**src/rtl/hdlc_rx_buffer_pkg.sv**
```systemverilog
// Shared FSM state type and default sizing for the HDLC receive frame buffer.
package hdlc_pkg;
    localparam int BUF_DEPTH = 128;
    localparam int FCS_BYTES = 2;

    typedef enum logic [1:0] {
        IDLE  = 2'd0,
        RECV  = 2'd1,
        READY = 2'd2
    } hdlc_state_t;
endpackage

```
**src/rtl/hdlc_rx_buffer_if.sv**
```systemverilog
// Signal bundle between the HDLC de-stuffer/host side and the receive frame buffer.
interface hdlc_rx_buffer_if;
    import hdlc_pkg::*;

    // Every strobe (Rx_NewByte, Rx_EoF, Rx_RdBuff, Rx_Drop) is one cycle wide and is
    // sampled on the rising clock edge; a read strobe returns data on Rx_DataBuff the
    // following cycle, and Rx_Ready is the only "valid" the host needs to watch.
    logic       Rx_NewByte;
    logic [7:0] Rx_Data;
    logic       Rx_ValidFrame;
    logic       Rx_EoF;
    logic       Rx_AbortSignal;
    logic       Rx_RdBuff;
    logic       Rx_Drop;
    logic       Rx_WrBuff;
    logic       Rx_Ready;
    logic [7:0] Rx_FrameSize;
    logic [7:0] Rx_DataBuff;
    logic       Rx_Overflow;
    logic       Rx_ShortFrame;
    logic       Rx_FrameLost;
    hdlc_state_t state;

    modport master (
        output Rx_NewByte, Rx_Data, Rx_ValidFrame, Rx_EoF, Rx_AbortSignal, Rx_RdBuff, Rx_Drop,
        input  Rx_WrBuff, Rx_Ready, Rx_FrameSize, Rx_DataBuff, Rx_Overflow, Rx_ShortFrame,
        input  Rx_FrameLost, state
    );

    modport slave (
        input  Rx_NewByte, Rx_Data, Rx_ValidFrame, Rx_EoF, Rx_AbortSignal, Rx_RdBuff, Rx_Drop,
        output Rx_WrBuff, Rx_Ready, Rx_FrameSize, Rx_DataBuff, Rx_Overflow, Rx_ShortFrame,
        output Rx_FrameLost, state
    );
endinterface

```
**src/rtl/hdlc_rx_ram.sv**
```systemverilog
// Frame storage: synchronous write port and an enabled, registered read port.
module hdlc_rx_ram #(
    parameter int DEPTH = hdlc_pkg::BUF_DEPTH,
    parameter int AW    = $clog2(DEPTH)
) (
    input  logic          clk,
    input  logic          rst,
    input  logic          we,
    input  logic [AW-1:0] wr_addr,
    input  logic [7:0]    wr_data,
    input  logic          re,
    input  logic [AW-1:0] rd_addr,
    output logic [7:0]    rd_data
);
    logic [7:0] mem [DEPTH];

    always_ff @(posedge clk) begin
        if (we) begin
            mem[wr_addr] <= wr_data;
        end
    end

    // Read data holds between strobes so the host sees a stable last byte.
    always_ff @(posedge clk) begin
        if (rst) begin
            rd_data <= '0;
        end else if (re) begin
            rd_data <= mem[rd_addr];
        end
    end
endmodule

```
**src/rtl/hdlc_rx_buffer.sv**
```systemverilog
// HDLC receive buffer: collects one frame of de-stuffed bytes and hands it to the host.
module hdlc_rx_buffer #(
    parameter int BUF_DEPTH = hdlc_pkg::BUF_DEPTH,
    parameter int FCS_BYTES = hdlc_pkg::FCS_BYTES
) (
    input logic             Clk,
    input logic             Rst,
    hdlc_rx_buffer_if.slave bus
);
    import hdlc_pkg::hdlc_state_t;
    import hdlc_pkg::IDLE;
    import hdlc_pkg::RECV;
    import hdlc_pkg::READY;

    localparam int AW = $clog2(BUF_DEPTH);
    localparam int CW = $clog2(BUF_DEPTH + 1);
    localparam logic [CW-1:0] DEPTH_C = CW'(BUF_DEPTH);
    localparam logic [CW-1:0] FCS_C   = CW'(FCS_BYTES);

    hdlc_state_t   state_q, state_d;
    logic [CW-1:0] count_q, count_d;
    logic [7:0]    rd_ptr_q, rd_ptr_d;
    logic [7:0]    frame_size_q, frame_size_d;
    logic          overflow_q, overflow_d;
    logic          short_q, short_d;
    logic          lost_q, lost_d;
    logic          we, re;
    logic [AW-1:0] wr_addr;

    always_comb begin
        state_d      = state_q;
        count_d      = count_q;
        rd_ptr_d     = rd_ptr_q;
        frame_size_d = frame_size_q;
        overflow_d   = overflow_q;
        short_d      = 1'b0;
        lost_d       = lost_q;
        we           = 1'b0;
        re           = 1'b0;
        wr_addr      = count_q[AW-1:0];
        case (state_q)
            IDLE: begin
                if (bus.Rx_NewByte && bus.Rx_ValidFrame) begin
                    we         = 1'b1;
                    wr_addr    = '0;
                    count_d    = CW'(1);
                    overflow_d = 1'b0;
                    state_d    = RECV;
                end
            end
            RECV: begin
                // Abort outranks a coincident end-of-frame.
                if (bus.Rx_AbortSignal) begin
                    count_d = '0;
                    state_d = IDLE;
                end else if (bus.Rx_EoF) begin
                    if (count_q > FCS_C) begin
                        frame_size_d = 8'(count_q - FCS_C);
                        rd_ptr_d     = '0;
                        state_d      = READY;
                    end else begin
                        short_d = 1'b1;
                        count_d = '0;
                        state_d = IDLE;
                    end
                end else if (bus.Rx_NewByte) begin
                    if (count_q < DEPTH_C) begin
                        we      = 1'b1;
                        count_d = count_q + CW'(1);
                    end else begin
                        overflow_d = 1'b1;
                    end
                end
            end
            READY: begin
                if (bus.Rx_Drop) begin
                    state_d = IDLE;
                end else if (bus.Rx_RdBuff) begin
                    re       = 1'b1;
                    rd_ptr_d = rd_ptr_q + 8'd1;
                    if (rd_ptr_q + 8'd1 == frame_size_q) begin
                        state_d = IDLE;
                    end
                end
                if (bus.Rx_NewByte && bus.Rx_ValidFrame) begin
                    lost_d = 1'b1;
                end
            end
            default: state_d = IDLE;
        endcase
    end

    always_ff @(posedge Clk) begin
        if (Rst) begin
            state_q      <= IDLE;
            count_q      <= '0;
            rd_ptr_q     <= '0;
            frame_size_q <= '0;
            overflow_q   <= 1'b0;
            short_q      <= 1'b0;
            lost_q       <= 1'b0;
        end else begin
            state_q      <= state_d;
            count_q      <= count_d;
            rd_ptr_q     <= rd_ptr_d;
            frame_size_q <= frame_size_d;
            overflow_q   <= overflow_d;
            short_q      <= short_d;
            lost_q       <= lost_d;
        end
    end

    hdlc_rx_ram #(.DEPTH(BUF_DEPTH)) u_ram (
        .clk     (Clk),
        .rst     (Rst),
        .we      (we & ~Rst),
        .wr_addr (wr_addr),
        .wr_data (bus.Rx_Data),
        .re      (re & ~Rst),
        .rd_addr (rd_ptr_q[AW-1:0]),
        .rd_data (bus.Rx_DataBuff)
    );

    assign bus.Rx_WrBuff     = we & ~Rst;
    assign bus.Rx_Ready      = (state_q == READY);
    assign bus.Rx_FrameSize  = frame_size_q;
    assign bus.Rx_Overflow   = overflow_q;
    assign bus.Rx_ShortFrame = short_q;
    assign bus.Rx_FrameLost  = lost_q;
    assign bus.state         = state_q;
endmodule

```
**src/flat_wrapper.sv**
```systemverilog
// flat-port wrapper written by rule: the top's interface ports become plain ports
module hdlc_rx_buffer_flat import hdlc_pkg::hdlc_state_t; import hdlc_pkg::IDLE; import hdlc_pkg::RECV; import hdlc_pkg::READY;
#(
    parameter int BUF_DEPTH = hdlc_pkg::BUF_DEPTH,
    parameter int FCS_BYTES = hdlc_pkg::FCS_BYTES
)
  (Clk, Rst, bus_Rx_NewByte, bus_Rx_Data, bus_Rx_ValidFrame, bus_Rx_EoF, bus_Rx_AbortSignal, bus_Rx_RdBuff, bus_Rx_Drop, bus_Rx_WrBuff, bus_Rx_Ready, bus_Rx_FrameSize, bus_Rx_DataBuff, bus_Rx_Overflow, bus_Rx_ShortFrame, bus_Rx_FrameLost, bus_state);
  hdlc_rx_buffer_if bus_i ();
  input logic Clk;
  input logic Rst;
  input wire logic [$bits(bus_i.Rx_NewByte)-1:0] bus_Rx_NewByte;
  input wire logic [$bits(bus_i.Rx_Data)-1:0] bus_Rx_Data;
  input wire logic [$bits(bus_i.Rx_ValidFrame)-1:0] bus_Rx_ValidFrame;
  input wire logic [$bits(bus_i.Rx_EoF)-1:0] bus_Rx_EoF;
  input wire logic [$bits(bus_i.Rx_AbortSignal)-1:0] bus_Rx_AbortSignal;
  input wire logic [$bits(bus_i.Rx_RdBuff)-1:0] bus_Rx_RdBuff;
  input wire logic [$bits(bus_i.Rx_Drop)-1:0] bus_Rx_Drop;
  output wire logic [$bits(bus_i.Rx_WrBuff)-1:0] bus_Rx_WrBuff;
  output wire logic [$bits(bus_i.Rx_Ready)-1:0] bus_Rx_Ready;
  output wire logic [$bits(bus_i.Rx_FrameSize)-1:0] bus_Rx_FrameSize;
  output wire logic [$bits(bus_i.Rx_DataBuff)-1:0] bus_Rx_DataBuff;
  output wire logic [$bits(bus_i.Rx_Overflow)-1:0] bus_Rx_Overflow;
  output wire logic [$bits(bus_i.Rx_ShortFrame)-1:0] bus_Rx_ShortFrame;
  output wire logic [$bits(bus_i.Rx_FrameLost)-1:0] bus_Rx_FrameLost;
  output wire logic [$bits(bus_i.state)-1:0] bus_state;
  assign bus_i.Rx_NewByte = bus_Rx_NewByte;
  assign bus_i.Rx_Data = bus_Rx_Data;
  assign bus_i.Rx_ValidFrame = bus_Rx_ValidFrame;
  assign bus_i.Rx_EoF = bus_Rx_EoF;
  assign bus_i.Rx_AbortSignal = bus_Rx_AbortSignal;
  assign bus_i.Rx_RdBuff = bus_Rx_RdBuff;
  assign bus_i.Rx_Drop = bus_Rx_Drop;
  assign bus_Rx_WrBuff = bus_i.Rx_WrBuff;
  assign bus_Rx_Ready = bus_i.Rx_Ready;
  assign bus_Rx_FrameSize = bus_i.Rx_FrameSize;
  assign bus_Rx_DataBuff = bus_i.Rx_DataBuff;
  assign bus_Rx_Overflow = bus_i.Rx_Overflow;
  assign bus_Rx_ShortFrame = bus_i.Rx_ShortFrame;
  assign bus_Rx_FrameLost = bus_i.Rx_FrameLost;
  assign bus_state = bus_i.state;
  hdlc_rx_buffer #(.BUF_DEPTH(BUF_DEPTH), .FCS_BYTES(FCS_BYTES)) u_core (.Clk(Clk), .Rst(Rst), .bus(bus_i));
endmodule
```
**config.mk**
```make
export PLATFORM = sky130hd
export DESIGN_NAME = hdlc_rx_buffer_flat
export DESIGN_NICKNAME = d
export VERILOG_FILES = /design/src/rtl/hdlc_rx_buffer_pkg.sv /design/src/rtl/hdlc_rx_buffer_if.sv /design/src/rtl/hdlc_rx_ram.sv /design/src/rtl/hdlc_rx_buffer.sv /design/src/flat_wrapper.sv
export SDC_FILE = /design/constraint.sdc
export NUM_CORES = 1
export LEC_CHECK = 0
export CAP_MARGIN = 5
export CORE_ASPECT_RATIO = 0.75
export CORE_UTILIZATION = 53
export DETAILED_ROUTE_END_ITERATION = 10
export PLACE_DENSITY_LB_ADDON = 0.05
export SETUP_SLACK_MARGIN = 0.15
export SLEW_MARGIN = 10
export SYNTH_ARGS = -nofsm -noshare
export SYNTH_HDL_FRONTEND = slang
export SYNTH_HIERARCHICAL = 1
export SYNTH_SLANG_ARGS = --single-unit
```
**constraint.sdc**
```tcl
create_clock -name Clk -period 4.8 [get_ports Clk]
set_input_delay 0.72 -clock Clk [delete_from_list [all_inputs] [get_ports Clk]]
set_output_delay 0.72 -clock Clk [all_outputs]
set_load 0.02 [all_outputs]
```
* Yosys cells after proc, flatten, opt, wreduce, memory -nomap -nowiden
Memories as Yosys holds them, arrays and structs flattened. A register that Yosys moved wholly into a read port is not among the register bits. Cells that the tools add are included.
Operators by class: bitwise logic cells 6, multiplexer cells 41, add/sub/neg operators 3, $lt $le $gt $ge 2, eq/ne operators 18, reductions and logical operators 11
Operators by type and width (number):
- 2-to-1 mux 8 bit | 11
- case mux 8 bit (2 select lines) | 2
- adder 8 x 1 -> 8 bit (second input constant) | 2
- 2-to-1 mux 1 bit | 16
- 2-to-1 mux 2 bit | 7
- 2-to-1 mux 7 bit | 2
- != test 2 bit (second input constant) | 7
- AND reduction 6 bit | 2
- equality test 8 bit | 1
- greater-than comparator 8 x 2 -> 1 bit (second input constant) | 1
- < comparator 8 bit (second input constant) | 1
- != test 4 bit (second input constant) | 2
- AND reduction 4 bit | 2
- subtractor 8 x 2 -> 8 bit (second input constant) | 1
- != test 3 bit (second input constant) | 2
- case mux 2 bit (3 select lines) | 1
- AND reduction 5 bit | 1
- != test 2 x 1 -> 1 bit (second input constant) | 2
- != test 4 x 3 -> 1 bit (second input constant) | 1
- inverter 1 bit | 4
- case mux 1 bit (2 select lines) | 2
- nonzero test 2 bit | 2
- OR reduction 4 bit | 1
- != test 3 x 2 -> 1 bit (second input constant) | 1
- other kinds (6) | 7
Storage, ports and cells: memories 1, memory bits (writable) 1024, register bits 29
Memory list:
- u_core.u_ram.mem | depth 128, bits a word 8, read ports 1, clocked after Yosys merged registers in 1, write ports 1, line hdlc_rx_ram.sv:15 | logic [7:0] mem [DEPTH];

* Logic depth before layout (Yosys ltp)
word-level depth 9, mapped depth 12, depth with buffers taken out 8

* Hierarchy
The synthesis kept the hierarchy.
By module, submodules not included:
- hdlc_rx_ram | area each 40561.4 sq um, cells an instance 2025, sequential area each 30909.6 sq um, instances 1
- hdlc_rx_buffer | area each 1725.4 sq um, cells an instance 208, sequential area each 580.6 sq um, instances 1

* Worst setup path before layout
No wires, ideal clock.
kind in2reg, from in bus_Rx_NewByte, to mem u_core.u_ram.mem[110][0], enable pin, buffers on the path 2, data arrival time 3.033 ns, cell stages on the path 9, slack 1.397 ns, cells stage by stage nand2_1 nor3_1 a21oi_1 nor2_1 clkbuf_1 nor2b_1 nand3_1 clkbuf_1 nor2_1
On the way: cells in the longest elaborated chain, start to end 7
RTL lines:
- start: declaration | line flat_wrapper.sv:11 | input wire logic [$bits(bus_i.Rx_NewByte)-1:0] bus_Rx_NewByte;
- 2-to-1 mux 1 bit | line hdlc_rx_buffer.sv:66 | end else if (bus.Rx_NewByte) begin
- 2-to-1 mux 1 bit | line hdlc_rx_buffer.sv:56 | end else if (bus.Rx_EoF) begin
- 2-to-1 mux 1 bit | line hdlc_rx_buffer.sv:53 | if (bus.Rx_AbortSignal) begin
- case mux 1 bit (2 select lines) (*) | line hdlc_rx_buffer.sv:41 | case (state_q)
- bitwise AND 1 bit (*)
- via bus_Rx_WrBuff | line flat_wrapper.sv:18 | output wire logic [$bits(bus_i.Rx_WrBuff)-1:0] bus_Rx_WrBuff;
- 2-to-1 mux 1 bit (*) | line hdlc_rx_ram.sv:18 | if (we) begin
- 2-to-1 mux 1 bit (not written as such) (*) | line hdlc_rx_ram.sv:19 | mem[wr_addr] <= wr_data;
- end: declaration | line hdlc_rx_ram.sv:15
Mark *: on every way through the listed nets, which the timed path passes. The rest lies on a longest branch.

==> results.yml <==
run_status:
  status: "finished, violations left"
  failed_checks: "design-rule violations"
sta:
  slew_headroom: 0.268
  fmax_ghz: 0.271
  skew_ns: 0.0219
  setup_viol: 0
  rsz0062_at_grt: "no"
  tightestPinTransition_ns: 1.09
  hold_viol: 0
  drv_slew: 0
  fin_crit_sh: 0.768
  layout_min_cycle_time_ns: 3.69
  timing.setup.tns_ns: 0
final_layout:
  final_cell_mix: "edfxtp_1 (1024), mux2i_1 (201), nor2_1 (168), mux4_2 (162), clkbuf_16 (102)"
  fill_cells: 5684
  multi_input_area_sq_um: 9890
  seq_area_sq_um: 31500
  layout-drive-gt1-share: 0.190
  num_antenna_cells: 0
  nets: 2346
  area_growth_pct: 11.3
  final_common_cell: "edfxtp_1"
min_path:
  worstHoldPathCells: 1
  min_to: "u_core/u_ram/mem[17][6]$_DFFE_PP_"
  hp-start: "bus_Rx_Data[6]"
  hp-class: "input port to register"
die:
  die_y_um: 247
  initial_core_util: 0.536
  die_width_um: 328
  core-area_sq_um: 78800
  pin_count: 39
  rows: 89
  die-area_sq_um: 80900
logic_synthesis:
  syn_area_sq_um: 42300
  synthesis.nets: 2254
  synth_cells: 2233
  avgSynthCellArea_sq_um: 18.9
  yosys_warnings: 6
  ys_seq_area_frac: 0.745
  async_flop_share: 0
  synth_cell_types: 63
  yosys_most_used_dff: "edfxtp_1"
  synth_edf_count: 1024
  ys_ff_latch: 1061
setup_path:
  cp.arrival_ns: 4.26
  cp.required_ns: 5.37
  start_kind: "register"
  timing.rr.start: "u_core/rd_ptr_q[2]$_SDFFE_PP0P_"
  cp_max_fo: 12
  worstSetupPathType: "register to register"
  worstRegToRegCells: 6
  critPathCaptureType: "register"
  cp_slowest_cell: "nand2_1"
  r2r_end: "u_core/u_ram/rd_data[4]$_SDFFE_PP0P_"
  cp_slowest_stage_delay_ns: 0.84
  ff2ff_setup_slack_ns: 1.11
  cp_cell_sequence: "inv_1 -> nand2_1 -> o22ai_1 -> nor3_1 -> nor3_2 -> nor4_2"
grt:
  first_global_vias: 21400
  grt_overflow_total: 0
  grt_pass1_wl_um: 155000
  grt_max_degree: 86
  grt_use_total: 0.272
  antenna_found_initial: 0
pwr:
  leakage_nw: 14.1
  seqPwrFrac: 0.554
  peakVddDrop_v: 0.000326
  intPower_mw: 14.7
  p_sw_frac: 0.195
  clockPowerShare: 0.432
  switchingPower_mw: 3.58
  power_frac_comb: 0.014
  pwr_density_cell_nw_per_um2: 390
  fin_total_pwr_mw: 18.3
routing:
  routed-wl-met2_um: 46800
  wl_met3_um: 10300
  drc_errors: 4
  routed.top_layer: "met4"
  antenna_left: 0
  wl_per_cell_um: 31.2
  drt-met1-wl_um: 48700
  num_vias: 22000
  drt_first_pass_iters: 8
  vias_per_cell: 6.37
  wirelength_um: 108000
  drt_iter0_markers: 3035
placement:
  hpwl_um: 69300
  place_congestion: 0.913
  io_buffers: 38
clocking:
  clkSinkCount: 1061
  cts.clk_slew.worst_paths_ns: 0.07
  cts_tree: "built"
  post_cts_buffers: 0
  holdBufCountCts: 0
  h-tree-depth: 3
  ctsRootBufferMaster: "clkbuf_16"
  cts_resized: 0
  clk_latency_ns: 0.68
  clk_path_buf_depth: 3
  cts_inserted_buffers: 99
job:
  cap_violations: 0
-- power groups by stage --
| stage | combinational (mW) | sequential (mW) | clock (mW) |
|---|---|---|---|
| floorplan | 0.0490 | 10.3 | 0 |
| global placement | 0.263 | 10.3 | 0 |
| detailed placement | 0.268 | 10.3 | 0 |
| CTS | 0.267 | 10.1 | 8.05 |
| global route | 0.284 | 10.1 | 8.39 |
| finish | 0.264 | 10.2 | 7.92 |
-- per-layer routing --
metal | vias up | track usage
li1 | 9265 | -
met1 | 11500 | 0.428
met2 | 1072 | 0.385
met3 | 114 | 0.0668
met4 | 0 | 0.0575
met5 | - | 0
-- final cells by class --
class | count | share of cell area
clock buffer | 125 | 0.0572
timing repair buffer | 115 | 0.0215
clock inverter | 57 | 0.0127
sequential | 1061 | 0.670
inverter | 11 | 0.000878
tap | 1046 | 0.0278
multi-input combinational | 1037 | 0.210
-- registers in the layout, indices dropped and copies added (netlist names) --
name	cells
u_core/rd_ptr_q	8
u_core/bus.Rx_Overflow	1
u_core/u_ram/mem	1024
u_core/bus.Rx_ShortFrame	1
u_core/bus.state	2
u_core/bus.Rx_FrameSize	8
u_core/bus.Rx_FrameLost	1
u_core/count_q	8
u_core/u_ram/rd_data	8
-- critical path, delay by kind of cell (launching register included) --
| family | cells | cell delay (ns) |
|---|---|---|
| flops | 1 | 0.74 |
| buf+inv | 1 | 0.56 |
| simple gates | 4 | 1.93 |
| compound gates | 1 | 0.34 |
-- synthesized netlist by cell type (all sizes together), types with 6 or more instances --
cell | n | share of area
a21oi | 61 | 0.0073
dfxtp | 37 | 0.018
nand2 | 45 | 0.0040
o21ai | 19 | 0.0022
nand3 | 37 | 0.0044
clkbuf | 54 | 0.0048
o211ai | 9 | 0.0019
buf | 70 | 0.016
a221oi | 9 | 0.0019
nand2b | 12 | 0.0018
mux4 | 170 | 0.091
edfxtp | 1024 | 0.73
inv | 11 | 0.00098
a211oi | 14 | 0.0029
nand4 | 11 | 0.0016
o22ai | 11 | 0.0016
nor2b | 19 | 0.0028
xnor2 | 14 | 0.0029
nor3 | 43 | 0.0057
a22oi | 100 | 0.018
or3 | 7 | 0.0011
and2 | 6 | 0.00089
a311oi | 7 | 0.0014
nor2 | 169 | 0.015
nor4 | 13 | 0.0036
mux2 | 19 | 0.0051
mux2i | 201 | 0.048
-- cells by family (layout without fill, tap and decap cells) --
| kind of cell | after synthesis | in the layout | share of synthesized area |
|---|---|---|---|
| DFF | 1061 | 1061 | 0.745 |
| muxes | 390 | 390 | 0.144 |
| and+or+nand+nor | 380 | 380 | 0.0442 |
| AOI/OAI and AO/OA | 243 | 243 | 0.0400 |
| buffers and inverters | 135 | 308 | 0.0218 |
| xor gates and xnor gates | 19 | 19 | 0.00394 |
| adders and majority gates | 5 | 5 | 0.00148 |
-- through the flow --
step / instance area (sq um) / hold WS (ns) / instances / util / worst slack, ns
after floorplan: 42300 / 0.469 / 2233 / - / 1.40
after detailed placement: 43800 / 0.465 / 3270 / 0.555 / 0.503
final: 47000 / 0.347 / 3452 / 0.597 / 1.11
after CTS: 47000 / 0.316 / 3452 / 0.597 / 1.19
after global routing: 47000 / 0.328 / 3452 / 0.597 / 1.04
after global placement: 43800 / 0.452 / 3270 / 0.555 / 0.557
-- worst max path at each step --
stage                                               start                                   end  slack (ns)  depth (start not counted)
after global routing                       bus_Rx_NewByte     u_core/u_ram/mem[26][3]$_DFFE_PP_        1.04                         10
after global placement                     bus_Rx_NewByte     u_core/u_ram/mem[26][3]$_DFFE_PP_        0.56                         10
after floorplan                            bus_Rx_NewByte    u_core/u_ram/mem[110][0]$_DFFE_PP_        1.40                          9
final                     u_core/rd_ptr_q[2]$_SDFFE_PP0P_  u_core/u_ram/rd_data[4]$_SDFFE_PP0P_        1.11                          6
after CTS                                  bus_Rx_NewByte                         bus_Rx_WrBuff        1.19                          7
after detailed placement                   bus_Rx_NewByte     u_core/u_ram/mem[26][3]$_DFFE_PP_        0.50                         10
No activity file was read; power rests on OpenSTA's default activity.
==> patch 1, RTL diff (same settings) <==
Change the package constant `BUF_DEPTH` from 128 to 64.
--- a/src/rtl/hdlc_rx_buffer_pkg.sv
+++ b/src/rtl/hdlc_rx_buffer_pkg.sv
@@ -1,5 +1,5 @@
 // Shared FSM state type and default sizing for the HDLC receive frame buffer.
 package hdlc_pkg;
-    localparam int BUF_DEPTH = 128;
+    localparam int BUF_DEPTH = 64;
     localparam int FCS_BYTES = 2;
 
Behaviour: same outputs for any inputs over 4 cycles, from zero or initial values and one cycle with Rst high; that may be too few to reach the edited logic, so the function may still have changed.
==> patch 1 against the unedited design <==
Design area decreased by 48%; routed wire length decreased by 53%; worst setup slack improved by 220 ps; synthesized area decreased by 48%; die area decreased by 48%; sequential cell count decreased by 513; clock power decreased by 50%; total power decreased by 49%.
==> patch 1: results <==
set metrics [dict create \
    synthXorXnorAreaFrac_pct 0.479 \
    period_needed_ps 3470 \
    dp.cells 1788 \
    hold_class "reg -> reg" \
    synth-edff-count 512 \
    nNonClkBuffers 82 \
    buf_share_pct 2.88 \
    yosys-top-cells-area "edfxtp_1, mux2i_1, mux4_2, dfxtp_1, a22oi_1" \
    largest_reg_flops 512 \
    clockPowerShare_pct 42.4 \
    yosysUniqueCellTypes 62 \
    grt_max_degree 65 \
    stdcell_count 1878 \
    drtPass1Iterations 5 \
    grt_pass1_vias 11500 \
    yosysSeqAreaShare_pct 73.4 \
    drive_gt1_share_pct 14.8 \
    syn2layout_area_growth_pct 12.0 \
    skew_ps 25.3 \
    place_area_um2 22900 \
    postSynthCellCount 1253 \
    synthMuxAreaShare_pct 12.7 \
    drtIter0Drc 1135 \
    r2r-end "u_core/u_ram/mem[14][1]" \
    rr_worst_depth 8 \
    place_congestion 0.874 \
    place_hpwl_mm 31.4 \
    rrSetupSlack_ps 1420 \
    multi_input_cells 623 \
    p_int_mw 7.49 \
    status "finished clean" \
    cp-startpoint "bus_Rx_NewByte" \
    multi_input_area_share_pct 22.1 \
    die_x_um 237 \
    whs_path_depth 2 \
    hold_path_startpoint "u_core/bus.Rx_FrameSize[6]" \
    p_leak_nw 7.33 \
    inverters_excl_clock 7 \
    clock_buffer_count 61 \
    wl_per_cell_um 27.0 \
    cp_max_fo 9 \
]
## patch 1: cell count changes in the layout (fill, tap and decap cells not counted), moves of 10 or more
cell / delta
mux2_2: -18
o22ai_1: -11
nand4_1: +11
nand2_1: -19
clkbuf_16: -50
nor4_2: -10
mux2i_1: -72
buf_4: -38
a21oi_1: -44
edfxtp_1: -512
nor2_1: -76
nor3_1: -26
clkinv_2: -17
mux4_2: -106
## patch 1: worst reg2reg max path, delay by kind of cell, from the launching register on
kind	cells	cell delay, ps
AOI/OAI and AO/OA	1	90
and+or+nand+nor	5	1960
buffers and inverters	2	390
DFF	1	550
## patch 1: metal layers
layer	part of all wire [%]	global-route usage, %	vias up
li1	-	-	5175
met1	47	37.3	5956
met2	44	36.6	359
met3	7.5	6.04	65
met4	1.5	4.76	2
met5	0.17	1.52	-
==> patch 2, RTL diff (same settings) <==
Made on the original files. Make the reset (`Rst` and `rst`) asynchronous in 2 clocked blocks.
--- a/src/rtl/hdlc_rx_ram.sv
+++ b/src/rtl/hdlc_rx_ram.sv
@@ -22,5 +22,5 @@
 
     // Read data holds between strobes so the host sees a stable last byte.
-    always_ff @(posedge clk) begin
+    always_ff @(posedge clk or posedge rst) begin
         if (rst) begin
             rd_data <= '0;
--- a/src/rtl/hdlc_rx_buffer.sv
+++ b/src/rtl/hdlc_rx_buffer.sv
@@ -91,5 +91,5 @@
     end
 
-    always_ff @(posedge Clk) begin
+    always_ff @(posedge Clk or posedge Rst) begin
         if (Rst) begin
             state_q      <= IDLE;
Formal check against the unedited RTL: differs if Rst is asserted again (counterexample within 4 cycles, from zero or initial values and one cycle with Rst high); with Rst held inactive, the same outputs for 4 cycles.
==> patch 2 against the unedited design <==
Worst setup slack got worse by 57 ps; synthesized area is 0.16% higher; hold slack better by 120 ps; core utilization up 0.57 points; count of clock-buffer cells in the layout down 5; design area is 0.96% higher; routed wire length shrank 0.22%; critical endpoint is now bus_Rx_WrBuff; sequential cell count unchanged; first-iteration DRC count is 12% lower.
Power is not compared: it rests on default switching activity, and its combinational part moved more than twofold at a synthesized area within 25%.
==> patch 2: results <==
set metrics [dict create \
    n_antenna_cell 0 \
    cp_max_fo 9 \
    pre_cts_ws_ps 609 \
    hold_class "reg -> reg" \
    synthAdderAreaFrac_pct 0.148 \
    post_cts_buffers 0 \
    path_delay_family "buffers and inverters" \
    cpMaxStageDelayCell "clkdlybuf4s50_1" \
    track_usage_pct 27.1 \
    vias 22100 \
    ctsRootBufferMaster "clkbuf_16" \
    place_hpwl_mm 68.7 \
    grt_pass1_wl_mm 155 \
    antenna_found_initial 1 \
    clk_path_buf_depth 3 \
    yosysSeqAreaShare_pct 74.8 \
    largest_reg_flops 1024 \
    synthTopCellsByCount "edfxtp_1, mux4_2, nor2_1" \
    p_leak_nw 14.3 \
    yosys-top-cells-area "edfxtp_1, mux4_2, mux2i_1, dfrtp_1, nor2_1" \
    peakVddDrop_mv 0.306 \
    synth-edff-count 1024 \
    synthMuxAreaShare_pct 14.5 \
    cp.arrival_ps 3020 \
    postCtsResizedCells 0 \
    final_antenna_net_count 0 \
    grt_max_degree 70 \
    numCtsBuffers 101 \
    skew_ps 24.3 \
    nets 2331 \
    io_buffer_count 38 \
    mappedNetlistNets 2219 \
    worst_pin_slew_ps 1150 \
    grt_pass1_vias 21700 \
    drtPass1Iterations 5 \
    async_flop_share_pct 3.49 \
    place_congestion 0.913 \
    clk_pin_slew_ps 60 \
    slowest_delay_ps 650 \
    regMostFlops "u_core/u_ram/mem" \
    routed_wl_mm 107 \
    yosysUniqueCellTypes 73 \
    htree_levels 3 \
    status "finished clean" \
    synth_compound_area_share_pct 4.15 \
    synth_warnings 6 \
    drive_gt1_share_pct 20.8 \
    synthXorXnorAreaFrac_pct 0.310 \
    fillers 5687 \
    drtIter0Drc 2679 \
    insertion_delay_ps 670 \
]
-- patch 2: area by class of cell --
cell class                      instances  area, µm²  area share (%)
Clock inverter                         66        732            1.54
Tap cell                             1046       1310            2.76
Timing Repair Buffer                  137       1200            2.53
Clock buffer                          120       2650            5.58
Inverter                               12       45.0          0.0948
Sequential cell                      1061      31700            66.7
Multi-Input combinational cell        997       9860            20.8
-- patch 2: worst register-to-register path, stage by stage (launching register included) --
cell     delay (ps)
dfrtp_4         840
buf_12          370
mux4_2          640
mux4_2          490
o22ai_1         270
nor2_1          150
nor4_1          610
nor3_1           90
-- patch 2: report_power, final --
group | switching (mW) | internal [mW]
sequential | 0.128 | 10.2
combinational | 1.32 | 1.05
clock | 3.40 | 4.75
-- patch 2: final timing paths --
check                                        startpoint  cells past startpoint  slack [ps]                      end
max in group asynchronous                           Rst                      3        3510        u_core/count_q[2]
min in group asynchronous                           Rst                      2         580  u_core/u_ram/rd_data[1]
worst min register to register  u_core/bus.Rx_FrameLost                      1         470  u_core/bus.Rx_FrameLost
worst min-delay path            u_core/bus.Rx_FrameLost                      1         470  u_core/bus.Rx_FrameLost
worst max-delay path                     bus_Rx_NewByte                      8        1060            bus_Rx_WrBuff
worst max register to register       u_core/rd_ptr_q[0]                      7        1200  u_core/u_ram/rd_data[6]
-- patch 2: stage by stage --
| step | area [µm²] | utilization (%) | total power [mW] | instances | hold WS [ps] |
|---|---|---|---|---|---|
| final | 47500 | 60.2 | 20.9 | 3439 | 466 |
| after CTS | 47500 | 60.2 | 21.0 | 3439 | 469 |
| after global placement | 44100 | 56.0 | 12.9 | 3253 | 452 |
| after detailed placement | 44100 | 56.0 | 12.9 | 3253 | 454 |
| after global routing | 47500 | 60.2 | 21.5 | 3439 | 489 |
| after floorplan | 42400 | - | 12.2 | 2198 | 494 |
-- patch 2: layer usage --
metal  track usage, %  part of all wire [%]
met5                0                     0
met4             6.16                   2.1
met3             8.14                    10
met2             38.2                    43
met1             41.5                    44
-- patch 2: kinds of logic after synthesis --
logic type                 count (synthesis)
DFF                                     1061
adders and majority gates                  5
and+or+nand+nor                          375
muxes                                    357
AOI/OAI and AO/OA                        245
xor gates and xnor gates                  15
buffers and inverters                    140
